## config.mk

```make
export PLATFORM = sky130hd
export DESIGN_NAME = dram_arbiter
export DESIGN_NICKNAME = d
export VERILOG_FILES = /design/src/rtl/dram_arb_pkg.sv /design/src/rtl/dram_arbiter_rr_arb2.sv /design/src/rtl/dram_arbiter.sv
export SDC_FILE = /design/constraint.sdc
export NUM_CORES = 1
export LEC_CHECK = 0
export CAP_MARGIN = 20
export CORE_MARGIN = 5
export CORE_UTILIZATION = 36
export CTS_CLUSTER_SIZE = 24
export DETAILED_ROUTE_END_ITERATION = 6
export PLACE_DENSITY = 0.86
export RECOVER_POWER = 100
export SETUP_SLACK_MARGIN = 0.3
export SYNTH_ARGS = -nofsm -noshare
export SYNTH_HDL_FRONTEND = slang
export SYNTH_SLANG_ARGS = --single-unit
```

## constraint.sdc

```tcl
create_clock -name clk -period 1.6 [get_ports clk]
set_input_delay 0.32 -clock clk [delete_from_list [all_inputs] [get_ports clk]]
set_output_delay 0.32 -clock clk [all_outputs]
set_load 0.03 [all_outputs]
```

## src/rtl/dram_arb_pkg.sv

```systemverilog
// dram_arb_pkg: shared types for the two-port DRAM arbiter.
//   state_t : arbiter FSM encoding
//   PORT_I  : instruction-fetch port index, PORT_D : data port index
//   op_t    : operands latched at grant time
package dram_arb_pkg;

  typedef enum logic [1:0] {
    IDLE   = 2'd0,
    WAIT   = 2'd1,
    ACCESS = 2'd2,
    DONE   = 2'd3
  } state_t;

  localparam logic PORT_I = 1'b0;
  localparam logic PORT_D = 1'b1;

  typedef struct packed {
    logic        wr;
    logic [15:0] addr;
    logic [31:0] wdata;
  } op_t;

endpackage

```

## src/rtl/dram_arbiter_rr_arb2.sv

```systemverilog
// rr_arb2: two-input round-robin picker.
//   req   in  2  request vector (bit N = port N)
//   ptr   in  1  port favoured when both request
//   grant out 2  one-hot grant, 0 when no request
// Pointer update is owned by the parent FSM.
module rr_arb2 (
  input  logic [1:0] req,
  input  logic       ptr,
  output logic [1:0] grant
);

  always_comb begin
    grant = 2'b00;
    case (req)
      2'b01:   grant = 2'b01;
      2'b10:   grant = 2'b10;
      2'b11:   grant = ptr ? 2'b10 : 2'b01;
      default: grant = 2'b00;
    endcase
  end

endmodule

```

## src/rtl/dram_arbiter.sv

```systemverilog
// dram_arbiter: shares a single-port 32-bit memory between the fetch port (0)
// and the data port (1). Round-robin grant, operand latch, LATENCY wait cycles,
// one access cycle, then a one-cycle registered completion.
//   clk, rst (async active-low)
//   reqN/wrN/addrN/wdataN      in   port requests and operands
//   gntN/doneN/rdataN/errN     out  grant pulse, completion pulse and results
//   createdump                 in   dump request, held pending until idle
//   mem_*                      memory interface; mem_enable only in ACCESS
module dram_arbiter
  import dram_arb_pkg::*;
#(
  parameter int unsigned LATENCY = 0
) (
  input  logic        clk,
  input  logic        rst,
  input  logic        req0,
  input  logic        req1,
  input  logic        wr0,
  input  logic        wr1,
  input  logic [15:0] addr0,
  input  logic [15:0] addr1,
  input  logic [31:0] wdata0,
  input  logic [31:0] wdata1,
  output logic        gnt0,
  output logic        gnt1,
  output logic        done0,
  output logic        done1,
  output logic [31:0] rdata0,
  output logic [31:0] rdata1,
  output logic        err0,
  output logic        err1,
  input  logic        createdump,
  output logic        mem_enable,
  output logic        mem_wr,
  output logic [15:0] mem_addr,
  output logic [31:0] mem_data_in,
  input  logic [31:0] mem_data_out,
  input  logic        mem_err,
  output logic        mem_createdump
);

  localparam bit         HAS_WAIT = (LATENCY > 0);
  localparam logic [3:0] LAT_LOAD = HAS_WAIT ? 4'(LATENCY - 1) : 4'd0;

  state_t      state, state_nxt;
  logic [3:0]  cnt;
  logic        ptr;        // 1 = port 1 favoured on contention
  logic        dump_pend;
  logic        owner;
  op_t         op_q;
  logic [31:0] rdata_q;
  logic        err_q;
  logic [1:0]  grant;
  logic        idle, take, in_access, in_done;

  rr_arb2 u_rr (
    .req   ({req1, req0}),
    .ptr   (ptr),
    .grant (grant)
  );

  assign idle      = (state == IDLE);
  assign in_access = (state == ACCESS);
  assign in_done   = (state == DONE);
  assign take      = idle && (req0 || req1);

  // Grants and dump strobe are combinational on req; gate with rst so every
  // output reads 0 while reset is held.
  always_comb begin
    gnt0           = rst && idle && grant[0];
    gnt1           = rst && idle && grant[1];
    mem_createdump = rst && idle && dump_pend && !req0 && !req1;
    mem_enable     = in_access;
    mem_wr         = in_access && op_q.wr;
    mem_addr       = in_access ? op_q.addr : 16'h0;
    mem_data_in    = (in_access && op_q.wr) ? op_q.wdata : 32'h0;
    done0          = in_done && (owner == PORT_I);
    done1          = in_done && (owner == PORT_D);
    rdata0         = done0 ? rdata_q : 32'h0;
    rdata1         = done1 ? rdata_q : 32'h0;
    err0           = done0 && err_q;
    err1           = done1 && err_q;
  end

  always_comb begin
    state_nxt = state;
    case (state)
      IDLE:    if (take) state_nxt = HAS_WAIT ? WAIT : ACCESS;
      WAIT:    if (cnt == 4'd0) state_nxt = ACCESS;
      ACCESS:  state_nxt = DONE;
      DONE:    state_nxt = IDLE;
      default: state_nxt = IDLE;
    endcase
  end

  always_ff @(posedge clk or negedge rst) begin
    if (!rst) begin
      state     <= IDLE;
      cnt       <= 4'd0;
      ptr       <= 1'b1;
      dump_pend <= 1'b0;
      owner     <= PORT_I;
      op_q      <= '0;
      rdata_q   <= 32'h0;
      err_q     <= 1'b0;
    end else begin
      state <= state_nxt;
      if (take) begin
        owner <= grant[1];
        op_q  <= grant[1] ? op_t'{wr1, addr1, wdata1} : op_t'{wr0, addr0, wdata0};
        ptr   <= ~grant[1];  // favour the other port next time
        cnt   <= LAT_LOAD;
      end else if (state == WAIT && cnt != 4'd0) begin
        cnt <= cnt - 4'd1;
      end
      if (in_access) begin
        rdata_q <= op_q.wr ? 32'h0 : mem_data_out;
        err_q   <= mem_err;
      end
      if (createdump)          dump_pend <= 1'b1;
      else if (mem_createdump) dump_pend <= 1'b0;
    end
  end

endmodule
```

==> results of run 1 <==
[synthesized netlist by cell type, drive strengths merged]
master	n	area share
o21bai	1	0.0015
a211oi	1	0.0015
buf	35	0.047
a21boi	49	0.074
o211a	1	0.0020
and2	83	0.11
a221o	49	0.099
a21o	3	0.0046
ha	2	0.0051
o2111a	1	0.0023
dfstp	1	0.0053
mux2	1	0.0023
o221a	1	0.0023
nand3b	32	0.049
o21ai	2	0.0020
inv	7	0.0053
and4	1	0.0018
a21oi	1	0.0018
and3	34	0.043
nand2	70	0.053
a31o	1	0.0018
clkbuf	16	0.012
nor2	5	0.0053
nand2b	2	0.0025
nor3	3	0.0030
a22o	1	0.0018
or2	3	0.0038
mux2i	2	0.0041
dfrtp	90	0.46
nand3	1	0.0010
[worst max path at each step]
| stage | startpoint | to | slack, ns | cells after the start |
|---|---|---|---|---|
| 2_1_floorplan | state[0] | mem_data_in[12] | 0.03 | 7 |
| 3_3_place_gp | req0 | op_q[10] | -0.26 | 5 |
| 3_5_place_dp | req0 | op_q[19] | -0.33 | 5 |
| 4_1_cts | state[0] | gnt1 | -0.25 | 5 |
| 5_1_grt | state[0] | gnt1 | -0.31 | 5 |
| 6_report | state[0] | gnt0 | -0.25 | 5 |
[final cells by class]
class                           instances  area share
Multi-Input combinational cell        350      0.3112
Clock inverter                          5    0.007084
Clock buffer                           11     0.02584
Sequential cell                        91      0.2532
Timing Repair Buffer                  304      0.3739
Inverter                                7    0.004306
Tap cell                              176     0.02445
[through the flow]
stage	total power, mW	TNS (ns)
6_report	15.46	-32.13
5_1_grt	16.27	-42.90
4_1_cts	14.97	-31.95
3_5_place_dp	11.64	-15.55
3_3_place_gp	11.36	-13.14
2_1_floorplan	9.283	0
[where the power goes]
part	total (mW)	leakage [nW]	switching, mW	internal (mW)
logic	9.29	2.85	4.54	4.75
registers	4.06	1.14	0.741	3.32
clock network	2.11	0.140	0.890	1.22
total	15.5	4.13	6.17	9.29
[cell usage in the layout (no fill, tap or decap), types with 2 or more instances in the layout]
master	netlist	routed
mux2i_1	2	2
nor2_1	4	2
a21o_1	3	3
buf_16	0	4
a21boi_1	4	4
nand3b_1	32	32
nand2_1	70	69
inv_1	5	5
dfrtp_2	0	2
buf_4	5	25
clkbuf_1	15	2
and2_2	0	4
clkinv_4	0	3
a21boi_0	45	45
dfrtp_1	90	88
and3_4	0	34
nor2_4	1	3
buf_12	0	14
nor3_1	3	2
clkdlybuf4s50_1	0	132
buf_6	7	122
dlymetal6s2s_1	0	2
and2_4	0	79
a221o_1	49	49
clkbuf_16	0	11
nand2b_4	0	2
o21ai_2	0	2
or2_4	0	2
[state kept, by name, indices dropped and copies added (netlist names)]
register and cells:
owner 1, state 2, cnt 4, rdata_q 32, ptr 1, op_q 49, dump_pend 1, err_q 1
[routing by layer]
metal	vias to the layer above	track usage
met3	16	0.05175
met5	-	0
li1	2280	-
met1	2431	0.2578
met4	0	0.07319
met2	265	0.3820
[logic make-up after synthesis]
group	after synthesis	synth area share
buffers and inverters	58	0.06435
AO/OA/AOI/OAI	111	0.1953
AND/OR/NAND/NOR	234	0.2675
multiplexers	3	0.006334
flip-flops	91	0.4614
adder cells (fa/ha/maj)	2	0.005066
[repair_timing]
item | 4_1_cts | 5_1_grt
setup buffers | 9 | 7
pin swaps | 26 | 25
cloned | 4 | 2
hold endpoints to repair | 1 | 0
setup endpoints to repair | 197 | 209
resized for setup | 128 | 29
hold buffers | 1 | 0
==> run_results.csv, run 1 <==
group,metric,value,unit
power,p_per_area,1717,mW/mm^2
grt,antenna_found_initial,0,
synthesis,synth.distinct_cells,38,
detailed_routing,wire_per_inst,19.81,microns
sta,fin_skew,0.008940,ns
setup_path,critPathMaxStageDelay,0.40,ns
die,core,0.01335,sq mm
setup_path,crit_path_top_delay_cell,"dfrtp_1",
setup_path,reg2regPathDepth,7,
sta,fin_ws,-0.2527,ns
die,rows,42,
sta,final-hold-violation-count,0,
setup_path,crit_fanout,5,
sta,finalSetupViolCount,171,
detailed_routing,vias,4992,
status,violations,"setup timing",
clocking,htreeDepth,3,
finish,fin_util,0.6748,
setup_path,r2r_setup_slack,-0.23,ns
setup_path,cp_cell_sequence,"buf_6 > buf_6 > nor2_4 > and4_4 > buf_6",
sta,slew_viol_final,0,
grt,grt_pass1_wl,28110,microns
clocking,numCtsBuffers,9,
place,postPlaceCellArea,0.007866,sq mm
finish,multi_input_area,0.002803,sq mm
die,io_pins,257,
setup_path,crit_path_frequent_cell,"buf_6",
place,port_buffers,256,
detailed_routing,wl_met2,9627,microns
grt,grt-ovfl-total,0,
detailed_routing,routed_wl,18700,microns
synthesis,syn_area,0.004938,sq mm
power,leakage,4.129,nW
die,die_h,127.1,microns
setup_path,critical_path_class,"reg -> out",
setup_path,critPathBufInv,3,
clocking,cts_tree,"built",
grt,grt_pass1_vias,5287,
die,die_w,127.1,microns
setup_path,crit_family,"simple AND/OR/NAND/NOR gates",
grt,grtUsageTotal,0.2161,
setup_path,arrival,1.53,ns
setup_path,crit_path_end_kind,"output pin",
place,dp_hpwl,12180,microns
detailed_routing,via_per_inst,5.288,
place,post-place-ws,-0.3303,ns
finish,drive_above_1_share,0.4206,
clocking,cts_buffer_depth,2,
synthesis,ys.warnings.count,0,
detailed_routing,top_layer_used,"met4",
grt,grt_max_degree,57,
finish,seq_area,0.002281,sq mm
clocking,clock_latency,0.34,ns
sta,tightest_slew,1.269,ns
synthesis,ys_ff_latch,91,
finish,n_fill_cell,933,
detailed_routing,drcViolationCount,0,
setup_path,r2r-end,"op_q[19]",
setup_path,cp.required,1.28,ns
sta,fin_crit_sh,1.158,
setup_path,crit_path_start_kind,"flip-flop",
flow_run,drv_cap,0,
detailed_routing,antenna_left,0,
finish,design_area,0.009007,sq mm
finish,diodes,0,
detailed_routing,wl_met1,7343,microns
finish,stdcell_count,944,
finish,nets,901,
clocking,clock_sinks,91,
place,place_congestion,0.8429,
sta,timing.fmax,539.8,MHz
synthesis,syn_nets,637,
status,status,"complete, but fails checks",
die,initial_core_util,0.3700,
clocking,path_clk_slew,0.07,ns
detailed_routing,met3WireLength,1461,microns
detailed_routing,dr.pass1.iters,4,
sta,rsz0062_at_grt,"true",
setup_path,reg2reg_from,"state[0]",
sta,whs,0.2328,ns
synthesis,syn_inst,499,
detailed_routing,drtIter0Drc,333,
synthesis,avgSynthCellArea,9.897,sq um
clocking,cts_root_buf,"clkbuf_16",
place,place_inst,905,
die,die_area,0.01616,sq mm
power,vdd_drop_max,0.0007817,V
finish,area_growth,82.39,%
hold_path,hp-class,"in -> async",
synthesis,ys_seq_area_frac,0.4614,
sta,min_period,1.853,ns
sta,slew_headroom,0.1542,
Note: power is estimated with default switching activity, not from simulation.
==> inputs of run 2 (changes only) <==
- ABC_CLOCK_PERIOD_IN_PS: default -> 1600
==> results of run 2 <==
Final layout, timing and power as in run 1 (identical DEF).
